### config.mk
export PLATFORM = sky130hd
export DESIGN_NAME = cash_dispenser_flat
export DESIGN_NICKNAME = d
export VERILOG_FILES = /design/src/rtl/atm_pkg.sv /design/src/rtl/cash_dispenser_if.sv /design/src/rtl/bill_inventory.sv /design/src/rtl/cash_dispenser.sv /design/src/flat_wrapper.sv
export SDC_FILE = /design/constraint.sdc
export NUM_CORES = 1
export LEC_CHECK = 0
export ABC_AREA = 0
export BUFFER_PORTS_ARGS = -buffer_cell sky130_fd_sc_hd__buf_2
export CORE_MARGIN = 3
export CORE_UTILIZATION = 55
export CTS_BUF_LIST = sky130_fd_sc_hd__clkbuf_2
export CTS_CLUSTER_DIAMETER = 120
export CTS_CLUSTER_SIZE = 8
export DETAILED_ROUTE_END_ITERATION = 12
export GPL_TIMING_DRIVEN = 1
export PLACE_DENSITY_LB_ADDON = 0.08
export SYNTH_ARGS = -nofsm -noshare
export SYNTH_HDL_FRONTEND = slang
export SYNTH_SLANG_ARGS = --single-unit
### constraint.sdc
create_clock -name CLK -period 4.4 [get_ports CLK]
set_input_delay 0.88 -clock CLK [delete_from_list [all_inputs] [get_ports CLK]]
set_output_delay 0.88 -clock CLK [all_outputs]
set_load 0.02 [all_outputs]
### src/rtl/atm_pkg.sv
// -----------------------------------------------------------------------------
// atm_pkg
// Shared definitions for the ATM cash path: denomination table and code width,
// stock counter width, and the dispenser state encoding.
// Denomination code 0 is the largest bill (20000) and code 4 the smallest
// (1000), so walking the codes upwards is the greedy order.
// -----------------------------------------------------------------------------
package atm_pkg;

  localparam int N_DENOM  = 5;
  localparam int DENOM_W  = 3;
  localparam int STOCK_W  = 8;
  localparam int AMOUNT_W = 32;

  typedef logic [AMOUNT_W-1:0] amount_t;
  typedef logic [DENOM_W-1:0]  denom_t;
  typedef logic [STOCK_W-1:0]  stock_t;
  typedef stock_t [N_DENOM-1:0] stock_arr_t;

  // Element 0 is the rightmost entry of the concatenation.
  localparam amount_t [N_DENOM-1:0] DENOM = {
    32'd1000, 32'd2000, 32'd5000, 32'd10000, 32'd20000
  };

  localparam denom_t LAST_DENOM = denom_t'(N_DENOM - 1);

  typedef enum logic [2:0] {
    S_IDLE,
    S_PLAN,
    S_ISSUE,
    S_RELEASE,
    S_DONE,
    S_ERROR,
    S_JAMMED
  } disp_state_e;

endpackage

### src/rtl/cash_dispenser_if.sv
// -----------------------------------------------------------------------------
// cash_dispenser_if
// Bundles the controller request, the bill mechanism handshake and the status
// flags of the cash dispenser.
//   master : the environment (ATM controller, bill mechanism, operator)
//   slave  : the cash_dispenser itself
// -----------------------------------------------------------------------------
interface cash_dispenser_if;
  import atm_pkg::*;

  logic    ENTREGAR_DINERO;  // one-cycle dispense request
  amount_t MONTO;            // amount, valid with ENTREGAR_DINERO
  logic    BILL_ACK;         // mechanism acknowledge
  logic    RECARGA;          // refill pulse
  logic    BILL_REQ;         // request one bill of BILL_DENOM
  denom_t  BILL_DENOM;       // denomination code of the requested bill
  logic    BUSY;             // dispenser not idle
  logic    DISPENSE_DONE;    // whole amount delivered (pulse)
  logic    DISPENSE_ERROR;   // amount cannot be dispensed (pulse)
  logic    ATASCO;           // mechanism jam, sticky until reset
  logic    CAJA_VACIA;       // every stock counter is zero

  modport master (
    output ENTREGAR_DINERO, MONTO, BILL_ACK, RECARGA,
    input  BILL_REQ, BILL_DENOM, BUSY, DISPENSE_DONE, DISPENSE_ERROR,
           ATASCO, CAJA_VACIA
  );

  modport slave (
    input  ENTREGAR_DINERO, MONTO, BILL_ACK, RECARGA,
    output BILL_REQ, BILL_DENOM, BUSY, DISPENSE_DONE, DISPENSE_ERROR,
           ATASCO, CAJA_VACIA
  );

endinterface

### src/rtl/bill_inventory.sv
// -----------------------------------------------------------------------------
// bill_inventory
// Five per-denomination stock counters with refill and single-bill decrement,
// plus the registered "cash box empty" flag.
//   clk, rst_n  : clock, asynchronous active-low reset (reloads INIT_STOCK)
//   refill_i    : load every counter with INIT_STOCK (has priority)
//   dec_i       : remove one bill of denomination dec_idx_i
//   stock_o     : current registered stock counters
//   empty_o     : registered, high when all counters are zero
// -----------------------------------------------------------------------------
module bill_inventory
  import atm_pkg::*;
#(
  parameter int INIT_STOCK = 16
) (
  input  logic       clk,
  input  logic       rst_n,
  input  logic       refill_i,
  input  logic       dec_i,
  input  denom_t     dec_idx_i,
  output stock_arr_t stock_o,
  output logic       empty_o
);

  localparam stock_arr_t FULL_STOCK = {N_DENOM{stock_t'(INIT_STOCK)}};
  localparam logic       EMPTY_RST  = (INIT_STOCK == 0);

  stock_arr_t stock_q, stock_d;
  logic       empty_q, empty_d;

  always_comb begin
    // NOTE: every variable assigned in always_comb gets a default first, so no
    // path through the block can leave it unassigned and infer a latch.
    stock_d = stock_q;
    if (refill_i) begin
      stock_d = FULL_STOCK;
    end else if (dec_i) begin
      // The planner never schedules more bills than are in stock, so this
      // cannot wrap below zero.
      stock_d[dec_idx_i] = stock_q[dec_idx_i] - stock_t'(1);
    end
    // Derived from the registered stock, so the flag trails a change by a cycle.
    empty_d = (stock_q == '0);
  end

  // NOTE: sequential state is updated with non-blocking assignments only, so
  // every flop samples the values from before the clock edge.
  always_ff @(posedge clk or negedge rst_n) begin
    if (!rst_n) begin
      stock_q <= FULL_STOCK;
      empty_q <= EMPTY_RST;
    end else begin
      stock_q <= stock_d;
      empty_q <= empty_d;
    end
  end

  assign stock_o = stock_q;
  assign empty_o = empty_q;

endmodule

### src/rtl/cash_dispenser.sv
// -----------------------------------------------------------------------------
// cash_dispenser
// Takes a dispense request (amount) from the ATM controller, plans the bills
// greedily against the available stock, then issues them one at a time to the
// bill mechanism over a four-phase REQ/ACK handshake with a per-edge timeout.
//   CLK    : clock, rising edge
//   RESET  : asynchronous active-low reset
//   bus    : request, mechanism handshake and status flags (slave side)
// -----------------------------------------------------------------------------
module cash_dispenser
  import atm_pkg::*;
#(
  parameter int INIT_STOCK  = 16,
  parameter int MAX_BILLS   = 32,
  parameter int ACK_TIMEOUT = 64
) (
  input logic              CLK,
  input logic              RESET,
  cash_dispenser_if.slave  bus
);

  localparam int TMO_W   = $clog2(ACK_TIMEOUT + 1);
  localparam int TOTAL_W = 7;

  typedef logic [TMO_W-1:0]   tmo_t;
  typedef logic [TOTAL_W-1:0] plan_t;
  typedef plan_t [N_DENOM-1:0] plan_arr_t;

  localparam tmo_t  TMO_LAST    = tmo_t'(ACK_TIMEOUT - 1);
  localparam plan_t MAX_BILLS_C = plan_t'(MAX_BILLS);

  // Returns {found, code} of the lowest denomination code with a pending bill.
  function automatic logic [DENOM_W:0] first_planned(input plan_arr_t p);
    logic   found;
    denom_t code;
    found = 1'b0;
    code  = '0;
    for (int i = N_DENOM - 1; i >= 0; i--) begin
      if (p[i] != '0) begin
        found = 1'b1;
        code  = denom_t'(i);
      end
    end
    return {found, code};
  endfunction

  disp_state_e state_q, state_d;
  amount_t     remaining_q, remaining_d;
  plan_arr_t   plan_q, plan_d;
  stock_arr_t  tent_q, tent_d;
  denom_t      idx_q, idx_d;
  plan_t       total_q, total_d;
  tmo_t        tmo_q, tmo_d;

  logic        bill_req_q, bill_req_d;
  denom_t      bill_denom_q, bill_denom_d;
  logic        busy_q, busy_d;
  logic        done_q, done_d;
  logic        error_q, error_d;
  logic        atasco_q, atasco_d;

  stock_arr_t  stock;
  logic        caja_vacia;
  logic        step_ok;
  logic [DENOM_W:0] next_bill;
  logic        inv_dec;
  logic        inv_refill;

  bill_inventory #(
    .INIT_STOCK (INIT_STOCK)
  ) u_inventory (
    .clk       (CLK),
    .rst_n     (RESET),
    .refill_i  (inv_refill),
    .dec_i     (inv_dec),
    .dec_idx_i (idx_q),
    .stock_o   (stock),
    .empty_o   (caja_vacia)
  );

  // A bill leaves the stock only when the mechanism acknowledges it.
  assign inv_dec    = (state_q == S_ISSUE) && bus.BILL_ACK;
  assign inv_refill = (state_q == S_IDLE) && bus.RECARGA && !bus.ENTREGAR_DINERO;

  assign step_ok   = (remaining_q >= DENOM[idx_q]) && (tent_q[idx_q] != '0);
  assign next_bill = first_planned(plan_q);

  always_comb begin
    state_d     = state_q;
    remaining_d = remaining_q;
    plan_d      = plan_q;
    tent_d      = tent_q;
    idx_d       = idx_q;
    total_d     = total_q;
    tmo_d       = tmo_q;

    unique case (state_q)
      S_IDLE: begin
        if (bus.ENTREGAR_DINERO) begin
          remaining_d = bus.MONTO;
          plan_d      = '0;
          tent_d      = stock;
          idx_d       = '0;
          total_d     = '0;
          state_d     = S_PLAN;
        end
      end

      S_PLAN: begin
        if (step_ok) begin
          plan_d[idx_q] = plan_q[idx_q] + plan_t'(1);
          tent_d[idx_q] = tent_q[idx_q] - stock_t'(1);
          remaining_d   = remaining_q - DENOM[idx_q];
          total_d       = total_q + plan_t'(1);
          if (total_d > MAX_BILLS_C) begin
            state_d = S_ERROR;
          end
        end else if (idx_q != LAST_DENOM) begin
          idx_d = idx_q + denom_t'(1);
        end else if (remaining_q == '0) begin
          // A zero amount plans no bills and completes without a handshake.
          if (next_bill[DENOM_W]) begin
            idx_d   = next_bill[DENOM_W-1:0];
            tmo_d   = '0;
            state_d = S_ISSUE;
          end else begin
            state_d = S_DONE;
          end
        end else begin
          state_d = S_ERROR;
        end
      end

      S_ISSUE: begin
        if (bus.BILL_ACK) begin
          plan_d[idx_q] = plan_q[idx_q] - plan_t'(1);
          tmo_d         = '0;
          state_d       = S_RELEASE;
        end else if (tmo_q == TMO_LAST) begin
          state_d = S_JAMMED;
        end else begin
          tmo_d = tmo_q + tmo_t'(1);
        end
      end

      S_RELEASE: begin
        if (!bus.BILL_ACK) begin
          if (next_bill[DENOM_W]) begin
            idx_d   = next_bill[DENOM_W-1:0];
            tmo_d   = '0;
            state_d = S_ISSUE;
          end else begin
            state_d = S_DONE;
          end
        end else if (tmo_q == TMO_LAST) begin
          state_d = S_JAMMED;
        end else begin
          tmo_d = tmo_q + tmo_t'(1);
        end
      end

      S_DONE:   state_d = S_IDLE;
      S_ERROR:  state_d = S_IDLE;
      S_JAMMED: state_d = S_JAMMED;
      default:  state_d = S_IDLE;
    endcase

    // Outputs are decoded from the next state and registered, so each flag
    // changes on the same edge as the state it belongs to.
    bill_req_d   = (state_d == S_ISSUE);
    bill_denom_d = (state_d == S_ISSUE) ? idx_d : bill_denom_q;
    busy_d       = (state_d != S_IDLE);
    done_d       = (state_d == S_DONE);
    error_d      = (state_d == S_ERROR);
    atasco_d     = (state_d == S_JAMMED);
  end

  always_ff @(posedge CLK or negedge RESET) begin
    if (!RESET) begin
      state_q      <= S_IDLE;
      remaining_q  <= '0;
      // NOTE: the plan and tentative arrays are a handful of flops, not a RAM,
      // so they are reset with everything else and never hold stale values.
      plan_q       <= '0;
      tent_q       <= '0;
      idx_q        <= '0;
      total_q      <= '0;
      tmo_q        <= '0;
      bill_req_q   <= 1'b0;
      bill_denom_q <= '0;
      busy_q       <= 1'b0;
      done_q       <= 1'b0;
      error_q      <= 1'b0;
      atasco_q     <= 1'b0;
    end else begin
      state_q      <= state_d;
      remaining_q  <= remaining_d;
      plan_q       <= plan_d;
      tent_q       <= tent_d;
      idx_q        <= idx_d;
      total_q      <= total_d;
      tmo_q        <= tmo_d;
      bill_req_q   <= bill_req_d;
      bill_denom_q <= bill_denom_d;
      busy_q       <= busy_d;
      done_q       <= done_d;
      error_q      <= error_d;
      atasco_q     <= atasco_d;
    end
  end

  assign bus.BILL_REQ       = bill_req_q;
  assign bus.BILL_DENOM     = bill_denom_q;
  assign bus.BUSY           = busy_q;
  assign bus.DISPENSE_DONE  = done_q;
  assign bus.DISPENSE_ERROR = error_q;
  assign bus.ATASCO         = atasco_q;
  assign bus.CAJA_VACIA     = caja_vacia;

endmodule

### src/flat_wrapper.sv
// flat-port wrapper written by rule: the top's interface ports become plain ports
module cash_dispenser_flat import atm_pkg::*;
#(
  parameter int INIT_STOCK  = 16,
  parameter int MAX_BILLS   = 32,
  parameter int ACK_TIMEOUT = 64
)
  (CLK, RESET, bus_ENTREGAR_DINERO, bus_MONTO, bus_BILL_ACK, bus_RECARGA, bus_BILL_REQ, bus_BILL_DENOM, bus_BUSY, bus_DISPENSE_DONE, bus_DISPENSE_ERROR, bus_ATASCO, bus_CAJA_VACIA);
  cash_dispenser_if bus_i ();
  input logic CLK;
  input logic RESET;
  input wire logic [$bits(bus_i.ENTREGAR_DINERO)-1:0] bus_ENTREGAR_DINERO;
  input wire logic [$bits(bus_i.MONTO)-1:0] bus_MONTO;
  input wire logic [$bits(bus_i.BILL_ACK)-1:0] bus_BILL_ACK;
  input wire logic [$bits(bus_i.RECARGA)-1:0] bus_RECARGA;
  output wire logic [$bits(bus_i.BILL_REQ)-1:0] bus_BILL_REQ;
  output wire logic [$bits(bus_i.BILL_DENOM)-1:0] bus_BILL_DENOM;
  output wire logic [$bits(bus_i.BUSY)-1:0] bus_BUSY;
  output wire logic [$bits(bus_i.DISPENSE_DONE)-1:0] bus_DISPENSE_DONE;
  output wire logic [$bits(bus_i.DISPENSE_ERROR)-1:0] bus_DISPENSE_ERROR;
  output wire logic [$bits(bus_i.ATASCO)-1:0] bus_ATASCO;
  output wire logic [$bits(bus_i.CAJA_VACIA)-1:0] bus_CAJA_VACIA;
  assign bus_i.ENTREGAR_DINERO = bus_ENTREGAR_DINERO;
  assign bus_i.MONTO = bus_MONTO;
  assign bus_i.BILL_ACK = bus_BILL_ACK;
  assign bus_i.RECARGA = bus_RECARGA;
  assign bus_BILL_REQ = bus_i.BILL_REQ;
  assign bus_BILL_DENOM = bus_i.BILL_DENOM;
  assign bus_BUSY = bus_i.BUSY;
  assign bus_DISPENSE_DONE = bus_i.DISPENSE_DONE;
  assign bus_DISPENSE_ERROR = bus_i.DISPENSE_ERROR;
  assign bus_ATASCO = bus_i.ATASCO;
  assign bus_CAJA_VACIA = bus_i.CAJA_VACIA;
  cash_dispenser #(.INIT_STOCK(INIT_STOCK), .MAX_BILLS(MAX_BILLS), .ACK_TIMEOUT(ACK_TIMEOUT)) u_core (.CLK(CLK), .RESET(RESET), .bus(bus_i));
endmodule
* Word-level counts from Yosys, hierarchy flattened *
Memory sizes are Yosys's and may differ from the RTL's.
Index checks and enable logic that the tools add are counted.

word-level totals
  flip-flop bits (word level) = 176
  memory bits (read-only) = 256
  bits of input ports = 37
  output and inout port bits = 9
  logic and storage cells = 144
  memories = 1

operators by class
  $add $sub $neg = 8
  $lt $le $gt $ge = 4
  eq/ne operators = 16
  multiplexer cells = 65
  reduce and logical (&&, ||, !) cells = 23

memories
  name             depth  width  rd ports  clocked after memory_dff  wr ports  line                  source
  (no name shown)  8      32     1         0                         0         cash_dispenser.sv:85  assign step_ok = (remaining_q >= DENOM[idx_q]) && (tent_q[idx_q] != '0);

operators with widths
  cell                                              count
  two-way mux 40 bit                                4
  two-way mux 35 bit                                3
  one-hot mux 35 bit (3 select lines)               1
  two-way mux 32 bit                                3
  bitwise mux 40 bit                                2
  one-hot mux 40 bit (2 select lines)               1
  two-way mux 7 bit                                 11
  bitwise mux 35 bit                                2
  one-hot mux 32 bit (2 select lines)               1
  two-way mux 3 bit                                 20
  binary-select mux 8 bit (select 3 bit)            2
  zero test 40 bit                                  1
  nonzero test 7 bit                                5
  greater-or-equal comparator 32 bit                1
  zero test 32 bit                                  1
  subtractor 32 bit                                 1
  demux 8 bit (select 3 bit)                        1
  two-way mux 8 bit                                 3
  adder 7 x 1 -> 7 bit, second input constant       3
  binary-select mux 7 bit (select 3 bit)            1
  demux 7 bit (select 3 bit)                        1
  one-hot mux 7 bit (3 select lines)                1
  subtractor 8 x 1 -> 8 bit, second input constant  2
  one-hot mux 3 bit (5 select lines)                1
  23 further kinds                                  44

* Logic depth before layout (Yosys ltp) *
  word-level depth = 12
  gate-level depth with buffers = 18
  depth with buffers taken out = 13

* Cells and area by module *
Synthesis repeated with hierarchy kept, for this count alone.

second synthesis, totals
  cell total of the unflattened synthesis = 1208
  area, all modules = 11125.7 sq um

by module, submodules not included
  module          instances  cells an instance  area each (sq um)  seq. area each (sq um)
  cash_dispenser  1          995                8907.3             3378.2
  bill_inventory  1          213                2218.4             1032.2

* Worst setup path before layout *
Ideal clock, no wire load.

  kind = register to register
  from = reg u_core.idx_q[2]
  to = reg u_core.bill_denom_q[0], in the netlist u_core.bus.BILL_DENOM[0]
  library setup time = 128 ps
  arrival = 3753 ps
  setup slack = 520 ps
  stages on the path, launching flop included = 15
  path buffers = 3
  period minus slack after synthesis = 3880 ps
  cells stage by stage = dfrtp_1 > buf_6 > inv_1 > clkbuf_1 > buf_1 > nand2_1 > ha_1 > a21oi_1 > o21ai_0 > a2111oi_0 > nand4_1 > o32ai_4 > mux2_4 > nand4_4 > mux2_1

between the ends
  longest elaborated chain between the ends = 7
  elaborated cells between the ends (all ways) = 15
  those cells by class = 1 x order compare; 2 x eq/ne; 9 x mux; 2 x reduce/logical; 1 x memory

ends and longest elaborated chain
  item                                                                                line                   source
  start: declaration                                                                  cash_dispenser.sv:51   denom_t idx_q, idx_d;
  start signal: assignment                                                            cash_dispenser.sv:200  idx_q <= idx_d;
  memory read (8 x 32 bit) or binary-select mux 8 bit (select 3 bit) (tied branches)  --
  two-way mux 32 bit (not written as such) or two-way mux 8 bit (tied branches)       cash_dispenser.sv:85
  greater-or-equal comparator 32 bit or nonzero test 8 bit (tied branches)            cash_dispenser.sv:85
  logical AND 1 bit                                                                   cash_dispenser.sv:85
  two-way mux 3 bit                                                                   cash_dispenser.sv:110  if (step_ok) begin
  one-hot mux 3 bit (5 select lines)                                                  cash_dispenser.sv:97   unique case (state_q)
  == test 3 x 2 -> 1 bit                                                              cash_dispenser.sv:171  bill_denom_d = (state_d == S_ISSUE) ? idx_d : bill_denom_q;
  end signal: assignment                                                              cash_dispenser.sv:204  bill_denom_q <= bill_denom_d;
  end: declaration                                                                    cash_dispenser.sv:56   denom_t bill_denom_q, bill_denom_d;

Parallel ways exist; a longest one is shown, timed or not. The select of a mux whose other input is x is not followed.
A chain may end at the register's enable or synchronous reset.

* Worst setup path after layout *
  from = reg u_core.idx_q[0]
  to = reg u_core.plan_q[6] (netlist name)

between the ends
  longest elaborated chain between the ends = 7
  elaborated cells between the ends (all ways) = 23
  those cells by class = 2 x add/sub; 3 x order compare; 1 x eq/ne; 12 x mux; 4 x reduce/logical; 1 x memory

ends and longest elaborated chain
  item                                                              line                   source
  branches (longest 7 deep; another with memory read (8 x 32 bit))  --
  end signal: assignment                                            cash_dispenser.sv:198  plan_q <= plan_d;
  end: declaration                                                  cash_dispenser.sv:49   plan_arr_t plan_q, plan_d;

Parallel ways; which one is timed is not known. The select of a mux whose other input is x is not followed.

==> results.toml <==
[yosys]
synth_area_per_cell_um2 = 8.968
synth-seq-cells = 176
syn_nets = 1252
ys_seq_area_share_pct = 41.33
synth_area_mm2 = 0.01067
synth-async-reset-ratio_pct = 100.0
synthFlopType = "dfrtp_1"
synth_edf_count = 0
synth_cell_types = 82
syn-instance-count = 1190
ys_warn_count = 0

[pwr]
p_leak_nw = 4.839
total_power_w = 0.009325
ir_worst_vdd_uv = 323.7
power.density_mw_per_mm2 = 809.7

[layout]
fin_area_mm2 = 0.01152
drive_gt1_share_pct = 12.20
nets = 1279
areaGrowthSynthToFinish_pct = 7.926

[setup_path]
end_kind = "flop"
reg2reg_to = "u_core.plan_q[6]$_DFFE_PN0P_"
path_cells = "clkinv_1, ha_1, or2_2, ha_1, nand3_1, o21ai_0, a2111oi_1, nand4_1, o32ai_4, o21a_1, buf_12, nor2_1, o31ai_1"
critPathRequiredTime_ps = 5090
cpMostUsedCell = "ha_1"
cp-endpoint = "u_core.plan_q[6]$_DFFE_PN0P_"
slowest_delay_ps = 500
r2r_cells = 13
r2r-start = "u_core.idx_q[0]$_DFF_PN0_"
worst_setup_path_start_kind = "flop"
critical_path_arrival_ps = 4680
crit_slowest_cell = "a2111oi_1"
critPathLaunch = "u_core.idx_q[0]$_DFF_PN0_"
path_max_fanout = 23
crit_type = "reg -> reg"
r2r_slack_ps = 410

[floorplan]
initial_core_util_pct = 56.48
die_h_um = 145.3
die_width_um = 145.3
ios = 46
die_area_mm2 = 0.02111
rows = 50
core-area_mm2 = 0.01889

[timing]
skew_ps = 58.77
whs_ps = 88.22
finalSetupViolations = 0
rsz0062_at_grt = "false"
drv_slew = 0
finalCritPeriodShare_pct = 90.77
worstMarginPinSlew_ps = 1030
min_period_ps = 3994
fin_setup_tns_ps = 0
hold_viol_final = 0
fmax_ghz = 0.2504
layout_setup_ws_ps = 406.2
slew-limit-headroom_pct = 31.08

[placement]
pre_cts_ws_ps = 438.6
portBuffers = 45
dp_hpwl_mm = 21.98
globalplace.congestion = 0.9775
placed_cell_area_mm2 = 0.01123

[route]
routed_wl_mm = 31.22
highest_layer = "met4"
dr_wl_met3_mm = 2.468
vias_per_cell = 6.567
drt_iter0_drc = 1097
drc = 0
dr.pass1.iters = 6
avgRoutedWirePerCell_um = 20.94
wl_met2_mm = 14.00
met1_length_mm = 14.17
vias = 9791
postRouteAntennaNets = 0

[clock_tree]
htree_num_levels = 4
cts.path.max_buffers = 2
post_cts_buffers = 0
cts.sinks = 176
postCtsHoldBufs = 0
root_buffer = "clkbuf_2"
clkLatencyLatePin_ps = 780
clk_pin_slew_ps = 310
cts_made_buffers = 17
cts_tree = "yes"

[global_route]
grt.total_usage_pct = 29.25
antenna_found_initial = 1
grt-ovfl-total = 0
grt_pass1_vias = 9312
grt_max_degree = 89
grt_pass1_wl_mm = 50.65

[hold_path]
hold_class = "in -> async"

[run_status]
status = "finished clean"

[job]
maxCapViolCount = 0
## cells in the mapped netlist (all sizes together), types with 6 or more instances
cell type	count	area, µm²
mux2	8	97.59
nand2b	14	87.58
nor3	29	145.1
and2	10	62.56
o21ai	137	685.7
nand4	17	121.4
o22a	11	96.34
nor4	23	143.9
inv	21	78.83
or2	6	37.54
a21oi	71	359.1
dfrtp	171	4279
nor2b	10	62.56
a31oi	13	81.33
o2bb2ai	16	140.1
nand2	109	409.1
nor2	80	300.3
a21o	9	67.56
xnor2	12	105.1
mux4	7	157.7
o21a	8	60.06
nand3b	8	60.06
xor2	13	113.9
a22oi	29	222.7
a22o	17	148.9
buf	29	171.4
a211oi	8	60.06
o22ai	25	156.4
nand3	64	320.3
ha	24	300.3
mux2i	17	170.2
clkbuf	45	168.9
o31ai	24	180.2
a2bb2oi	28	245.2
## worst min path at each step
stage	to	slack (ps)	from	cells after the start
finish	u_core.tmo_q[4]$_DFFE_PN0P_	90	RESET	1
floorplan	u_core.remaining_q[2]$_DFFE_PN0P_	440	u_core.remaining_q[2]$_DFFE_PN0P_	2
detailed placement	u_core.remaining_q[1]$_DFFE_PN0P_	470	u_core.remaining_q[1]$_DFFE_PN0P_	2
CTS	u_core.tmo_q[4]$_DFFE_PN0P_	110	RESET	1
global placement	u_core.remaining_q[1]$_DFFE_PN0P_	450	u_core.remaining_q[1]$_DFFE_PN0P_	2
global route	u_core.remaining_q[2]$_DFFE_PN0P_	80	RESET	1
## worst max-delay path: cells and delay by family, from the launching register on
family                   cells  cell delay [ps]
AO/OA/AOI/OAI                5             1650
AND/OR/NAND/NOR              4              800
adder cells (fa/ha/maj)      2              630
flip-flops                   1              430
buffers and inverters        2              400
## report_power, final
group	internal, W	switching, W
Combinational	0.00222	0.00350
Clock	0.000250	0.000671
Sequential	0.00219	0.000495
## through the flow
stage	util, %	std cells
floorplan	-	1190
global placement	59.44	1458
detailed placement	59.44	1458
CTS	60.94	1490
global route	60.96	1491
finish	60.96	1491
## flip-flops by register name, summed over array words and instances, names as in the netlist
| register | count |
|---|---|
| u_core.bus.ATASCO | 1 |
| u_core.bus.DISPENSE_DONE | 1 |
| u_core.u_inventory.stock_o | 40 |
| u_core.bus.BUSY | 1 |
| u_core.bus.DISPENSE_ERROR | 1 |
| u_core.bus.BILL_REQ | 1 |
| u_core.tmo_q | 7 |
| u_core.bus.BILL_DENOM | 3 |
| u_core.plan_q | 35 |
| u_core.total_q | 7 |
| u_core.idx_q | 3 |
| u_core.remaining_q | 32 |
| u_core.tent_q | 40 |
| u_core.state_q | 3 |
| u_core.u_inventory.empty_o | 1 |
## placed cells by master (no fill, tap or decap), types with 6 or more instances in the layout
cell / count
mux4_2: 7
mux2i_1: 17
nor3_1: 29
a21oi_1: 70
nand3_1: 64
dfrtp_1: 170
a22o_1: 17
nor2b_1: 10
buf_2: 44
clkbuf_2: 17
nand3b_1: 8
a31oi_1: 13
ha_1: 24
o21a_1: 8
a211oi_1: 8
or2_2: 6
and2_1: 9
nand2_1: 108
nor4_1: 23
o2bb2ai_1: 16
a22oi_1: 28
inv_1: 21
o31ai_1: 24
xor2_1: 13
xnor2_1: 12
nand4_1: 16
nand2b_1: 14
o22a_1: 11
o21ai_0: 134
a2bb2oi_1: 28
o22ai_1: 25
nor2_1: 80
a21o_1: 8
buf_4: 33
## timing repair
| item | 4_1_cts | 5_1_grt |
|---|---|---|
| gates resized for setup | 0 | 1 |
| endpoints found under the hold margin | 0 | 0 |
| endpoints found under the setup margin | 0 | 1 |
## logic make-up after synthesis
group	share of synthesized area, %
buffers and inverters	3.998
AND/OR/NAND/NOR	18.04
flip-flops	41.33
XOR/XNOR	2.052
multiplexers	3.986
adder cells (fa/ha/maj)	3.002
AO/OA/AOI/OAI	27.59
## layer usage
layer	vias up	global-route usage, %
met5	-	0
met4	0	6.458
met3	55	5.403
met2	462	45.50
met1	4720	42.92
li1	4554	-
## cell type report
cell class	count	area, µm²
Fill cell	1708	7376
Multi-Input combinational cell	917	5848
Sequential cell	176	4412
Timing Repair Buffer	82	559.3
Tap cell	260	325.3
Clock inverter	15	198.9
Inverter	23	86.33
Clock buffer	17	85.08
Antenna cell	1	2.502
Power figures use the tool's default switching activity.
